==> src/rtl/bram_stream_capture.sv <==
// bram_stream_capture: stream-to-BRAM frame writer.
// Each accepted beat is written to consecutive BRAM addresses starting at 0.
// The buffer is held after tlast until release_i frees it.
// Beats past BRAM_DEPTH are accepted and dropped, and the overflow flag is set.
// Ports:
//   clk, rst            - clock, asynchronous active-high reset
//   s_tdata/s_tvalid/s_tready/s_tlast - sample stream slave
//   bram_addr/bram_wdata/bram_we      - registered BRAM write port
//   frame_done          - completed frame is held
//   frame_len           - words written for the last completed frame
//   overflow            - last frame exceeded BRAM_DEPTH beats
//   release_i           - frees the held buffer (the name "release" is a keyword)
module bram_stream_capture #(
    parameter int unsigned BRAM_DEPTH      = 32,
    parameter int unsigned BRAM_DATA_WIDTH = 32,
    localparam int unsigned AW             = $clog2(BRAM_DEPTH)
) (
    input  logic                       clk,
    input  logic                       rst,
    input  logic [BRAM_DATA_WIDTH-1:0] s_tdata,
    input  logic                       s_tvalid,
    output logic                       s_tready,
    input  logic                       s_tlast,
    output logic [AW-1:0]              bram_addr,
    output logic [BRAM_DATA_WIDTH-1:0] bram_wdata,
    output logic                       bram_we,
    output logic                       frame_done,
    output logic [AW:0]                frame_len,
    output logic                       overflow,
    input  logic                       release_i
);

    localparam int unsigned LW = AW + 1;

    typedef enum logic [1:0] {
        ST_CAPTURE = 2'd0,
        ST_DROP    = 2'd1,
        ST_DONE    = 2'd2
    } state_e;

    state_e                     state_q, state_d;
    logic [AW-1:0]              wr_ptr_q, wr_ptr_d;
    logic                       we_q, we_d;
    logic [AW-1:0]              addr_q, addr_d;
    logic [BRAM_DATA_WIDTH-1:0] wdata_q, wdata_d;
    logic [LW-1:0]              len_q, len_d;
    logic                       ovf_q, ovf_d;
    logic                       beat;
    logic                       ptr_last;

    // Handshake and status decoded straight from the state register
    assign s_tready   = (state_q != ST_DONE);
    assign frame_done = (state_q == ST_DONE);
    assign beat       = s_tvalid && s_tready;
    assign ptr_last   = (wr_ptr_q == AW'(BRAM_DEPTH - 1));

    // State register and registered BRAM/status outputs
    always_ff @(posedge clk or posedge rst) begin
        if (rst) begin
            state_q  <= ST_CAPTURE;
            wr_ptr_q <= '0;
            we_q     <= 1'b0;
            addr_q   <= '0;
            wdata_q  <= '0;
            len_q    <= '0;
            ovf_q    <= 1'b0;
        end else begin
            state_q  <= state_d;
            wr_ptr_q <= wr_ptr_d;
            we_q     <= we_d;
            addr_q   <= addr_d;
            wdata_q  <= wdata_d;
            len_q    <= len_d;
            ovf_q    <= ovf_d;
        end
    end

    // Next-state and output decode
    always_comb begin
        state_d  = state_q;
        wr_ptr_d = wr_ptr_q;
        we_d     = 1'b0;
        addr_d   = addr_q;
        wdata_d  = wdata_q;
        len_d    = len_q;
        ovf_d    = ovf_q;

        unique case (state_q)
            ST_CAPTURE: begin
                if (beat) begin
                    we_d    = 1'b1;
                    addr_d  = wr_ptr_q;
                    wdata_d = s_tdata;
                    // Hold at the last address so the pointer never wraps in a frame
                    wr_ptr_d = ptr_last ? wr_ptr_q : wr_ptr_q + AW'(1);
                    if (s_tlast) begin
                        len_d   = LW'(wr_ptr_q) + LW'(1);
                        state_d = ST_DONE;
                    end else if (ptr_last) begin
                        ovf_d   = 1'b1;
                        state_d = ST_DROP;
                    end
                end
            end
            ST_DROP: begin
                if (beat && s_tlast) begin
                    len_d   = LW'(BRAM_DEPTH);
                    state_d = ST_DONE;
                end
            end
            ST_DONE: begin
                if (release_i) begin
                    wr_ptr_d = '0;
                    ovf_d    = 1'b0;
                    state_d  = ST_CAPTURE;
                end
            end
            default: state_d = ST_CAPTURE;
        endcase
    end

    assign bram_we    = we_q;
    assign bram_addr  = addr_q;
    assign bram_wdata = wdata_q;
    assign frame_len  = len_q;
    assign overflow   = ovf_q;

endmodule

==> config.mk <==
export PLATFORM = sky130hd
export DESIGN_NAME = bram_stream_capture
export DESIGN_NICKNAME = d
export VERILOG_FILES = /design/src/rtl/bram_stream_capture.sv
export SDC_FILE = /design/constraint.sdc
export NUM_CORES = 1
export LEC_CHECK = 0
export CAP_MARGIN = 5
export CORE_AREA = 4 4 75 77
export CTS_BUF_LIST = sky130_fd_sc_hd__clkbuf_4 sky130_fd_sc_hd__clkbuf_8
export CTS_CLUSTER_DIAMETER = 200
export DETAILED_ROUTE_END_ITERATION = 10
export DIE_AREA = 0 0 79 81
export GPL_ROUTABILITY_DRIVEN = 0
export PLACE_DENSITY = 0.83
export RECOVER_POWER = 50
export SETUP_SLACK_MARGIN = 0.5
export SLEW_MARGIN = 20
export SYNTH_ARGS = -nofsm -noshare
export SYNTH_HDL_FRONTEND = slang
export SYNTH_SLANG_ARGS = --single-unit
==> constraint.sdc <==
create_clock -name clk -period 2.1 [get_ports clk]
set_input_delay 0.42 -clock clk [delete_from_list [all_inputs] [get_ports clk]]
set_output_delay 0.42 -clock clk [all_outputs]
set_load 0.02 [all_outputs]
# == Word-level counts from Yosys, hierarchy flattened ==
# Cells that the tools add are included.
# totals
reg_bits,52
out_inout_bits,47
# op_classes
addsub,2
eq_ne,12
muxes,21
n_reduce_logical,10
# op_table
op,n
two-way mux 6 bit,3
two-way mux 5 bit,3
inequality test 2 bit (second input constant),7
one-hot mux 6 bit (2 select lines),1
AND reduction 4 bit,3
two-way mux 2 bit,5
one-hot mux 5 bit (2 select lines),1
adder 5 x 1 -> 6 bit (second input constant),1
two-way mux 1 bit,6
one-hot mux 2 bit (3 select lines),1
adder 5 x 1 -> 5 bit (second input constant),1
== test 5 bit (second input constant),1
AND reduction 5 bit,1
nonzero test 2 bit,2
inequality test 3 bit (second input constant),1
== test 2 x 1 -> 1 bit (second input constant),1
== test 2 bit (second input constant),1
logical AND 1 bit,2
zero test 2 bit,1
inequality test 2 x 1 -> 1 bit (second input constant),1
one-hot mux 1 bit (2 select lines),1
AND reduction 2 bit,1

# == Logic depth before layout (Yosys ltp) ==
# depth
ltp_word,5
ltp_mapped,6
depth_no_buf,6

# == Least setup slack after synthesis ==
# Ideal clock, no wire load.
# synth_path
kind,flip-flop to flip-flop
start,register wr_ptr_q[0]
end,register wr_ptr_q[2]
arrival_ns,1.815
setup_slack_ns,0.159
stages_incl_launch_ff,7
n_path_buf,0
period_less_slack_ns,1.941
path_cell_list,dfrtp_1 -> ha_1 -> and3_1 -> ha_1 -> nor4b_4 -> a21oi_2 -> a221o_1
# synth_via
elab_chain_cells,4
word_cells_on_any_way,7
cone_classes,add/sub: 1; eq/ne: 2; mux: 3; reduce/logical: 1
# synth_lines
item,line,rtl
start: declaration,42,"logic [AW-1:0] wr_ptr_q, wr_ptr_d;"
start signal: assignment,69,wr_ptr_q <= wr_ptr_d;
adder 5 x 1 -> 5 bit,95,wr_ptr_d = ptr_last ? wr_ptr_q : wr_ptr_q + AW'(1);
two-way mux 5 bit,95,
two-way mux 5 bit,90,if (beat) begin
one-hot mux 5 bit (2 select lines),88,unique case (state_q)
# Parallel ways exist; a longest one is shown, timed or not. The select of a mux whose other input is x is not followed.
# A chain may end at the register's enable or synchronous reset.

# == Worst setup path after layout ==
# layout_path
start,input s_tvalid
end,register wr_ptr_q[3]
# layout_via
elab_chain_cells,3
# layout_lines
item,line,rtl
start: declaration,21,"input logic s_tvalid,"
logical AND 1 bit,54,assign beat = s_tvalid && s_tready;
inequality test 2 bit (no line),n/a,
AND reduction 4 bit (no line),n/a,
# No other way between the ends.

==> run metrics <==
Skew-Pair Late Insertion Delay=0.30 ns; Worst path slowest cell=dlygate4sd3_1; I/O pins=between 80 and 90; Critical R2R Capture=wr_ptr_q[3]; P per Cell Area=approximately 940 nW/um^2; synthesized area=approximately 2200 um^2; CTS root buffer=clkbuf_8; # rows=26; Syn Nets=about 180; Min-Delay Path Depth=2; Slew Viols, Final=0; DP Area=3130 um^2; average size of a mapped cell=approximately 16 um^2; delay-heaviest family, CP=buffers and inverters; run status=finished clean; Hold Path Sink=frame_len[3]; Detail Route Antenna Nets=0; GRT overflow=0; switching share of power=around 32%; kind of critical path=in2reg; share of cells above drive strength 1=about a third; Final Hold Viols=0; Psw=roughly 1000 uW; final WL=5.17 mm; CP Max Fanout=7; die area=6400 um^2; Core ar.=around 5000 um^2; Req. time, crit path=2.35 ns; initial drt markers=62; pre-CTS WS=~0.19 ns; worst min-delay path class=reg2reg; CP bufs+invs=3; top cell type's share of synthesized area=60.0%; Slew @ Worst Pin=~0.9 ns; hold_sp=frame_len[3]; Worst setup SP type=input port; Die Span Y=a little over 80 um; combinational power share=35.1%; Area Growth Syn to Fin=55.9%; R2R cell count=7; Final #Nets=282; DPL Wire Length=3.56 mm; DRC Markers=0; Netlist cell types=32; FF+latch count, synth=52; all-layer global routing usage=approximately 16%; fmax=0.555 GHz; largest net degree at the start of global routing=33; Synth area leader=dfrtp_1; first-pass detailed-route iteration total=4; VDD IR max=0.592 mV; setup violators final=0; most frequent cells in the layout=50 x dfrtp_1, 45 x dlygate4sd2_1, 34 x clkdlybuf4s50_1; RSZ-0062 raised after global routing=true; Post-Syn Instances=approximately 140; synth top area cells=dfrtp_1 60%, mux2_4 13%, mux2_2 9.9%; clock network fraction of total power=between 20% and 30%; TritonCTS buffer count=5; vias per cell=between 4 and 5; Num Clock Sinks=52; ANT cells=0; final worst slack=0.300 ns; Hold WS=a little under 0.5 ns; hold_buf cts=0; Clock Tree Buf Depth=2; total power=3180 uW; Ys Warns=0; Initial Utilization=between 40% and 50%; first-pass GRT wire length=roughly 8 mm; CP Capture Type=register; routed length per placed instance=16.5 um; via count=1,518; Critical Path, Cell by Cell=dlygate4sd3_1 > clkbuf_1 > nor4b_4 > buf_4 > nor3b_4 > a211o_1; H-tree depth=2; CTS tree=yes; post-layout min period=approximately 1.8 ns; clock skew=approximately 0.0079 ns; slowest cell delay on critical path=roughly 0.56 ns; r2r setup slk=0.33 ns; port bufs=between 80 and 90; design area=roughly 3400 um^2; Clock transition at path regs=approximately 0.1 ns; Worst slew margin=~39%; Sequential Power Share=a little over two fifths; Final period util=85.7%; antenna violations before repair=0; Seq/Total Area, Yosys=between 60% and 70%; setup TNS=0 ns; worst r2r src=wr_ptr_q[0]; vias in the first global route=approximately 1,600; MaxCap Viol Count=0; Leakage=~0.0016 uW; Worst Path Arrival=~2.1 ns; leading cell type in the layout, fill and taps excluded=dfrtp_1; internal power=2160 uW; chip width=a little under 80 um
## power by group through the flow
stage	Clock [uW]	Combinational [uW]	Sequential, uW
2_1_floorplan	0	382	1600
3_3_place_gp	0	1140	1390
3_5_place_dp	0	1160	1390
4_1_cts	714	1090	1370
5_1_grt	757	1200	1400
6_report	697	1120	1370
## area by class of cell
type                       instances  area, um^2
timing repair buffer             102        1010
tap                               70        87.6
clock inverter                     3        46.3
fill                             377        1630
multi-input combinational         78         843
clock buffer                       5        68.8
sequential                        52        1300
inverter                           4        16.3
## cell usage after synthesis (all sizes together)
master and n:
ha 2, a31oi 1, nor2 2, inv 4, mux2 38, a21oi 3
a211oi 1, nand3b 1, xnor2 1, a211o 1, buf 4, nand2 4
a221o 1, nor4b 1, o21a 1, a22o 4, xor2 1, nand3 2
dfrtp 52, and3 2, nor3b 1, and2b 1, nor2b 1, o21ai 6
and4bb 1, and3b 1, and2 1
## flip-flops by register name (all words and copies together) (netlist names)
name / count
bram_addr: 5
bram_wdata: 32
bram_we: 1
frame_len: 6
overflow: 1
state_q: 2
wr_ptr_q: 5
## layer usage
metal	vias to the layer above	GRT usage, %	wire (um)
met5	-	0	0
met1	751	21.2	2250
met2	55	26.3	2560
met4	0	6.70	76
li1	707	-	-
met3	5	3.66	283
## timing repair
item	CTS	global route
setup endpoints to repair	71	16
cloned	0	3
pin swaps	5	2
resized for setup	56	8
endpoints found under the hold margin	0	0
setup buffers	9	2
## tightest hold or removal path: stages (launching register included)
cell     delay (ns)
dfrtp_1        0.36
nand2_1        0.05
o21ai_0        0.06
## metrics by stage
step	utilization [%]	cells
final	67.5	314
after global routing	67.5	314
after CTS	65.8	309
after detailed placement	62.5	292
after global placement	62.5	292
after floorplan	-	138
## kinds of logic after synthesis
| family | count (synthesis) | share of synthesized area (%) |
|---|---|---|
| AO/OA/AOI/OAI | 18 | 5.71 |
| XOR/XNOR | 2 | 0.808 |
| adder cells (fa/ha/maj) | 2 | 1.15 |
| buffers and inverters | 8 | 3.29 |
| flip-flops | 52 | 60.0 |
| multiplexers | 38 | 23.0 |
| AND/OR/NAND/NOR | 18 | 6.00 |
## worst max path at each step
stage / startpoint / end / slack (ns) / cells after the start
floorplan: wr_ptr_q[0] / wr_ptr_q[2] / 0.26 / 6
global placement: s_tvalid / bram_wdata[14] / 0.24 / 4
detailed placement: s_tvalid / bram_wdata[12] / 0.19 / 4
CTS: wr_ptr_q[0] / wr_ptr_q[3] / 0.34 / 7
global route: rst / state_q[1] / 0.15 / 3
finish: s_tvalid / wr_ptr_q[3] / 0.30 / 6
Note: power is estimated with default switching activity, not from simulation.
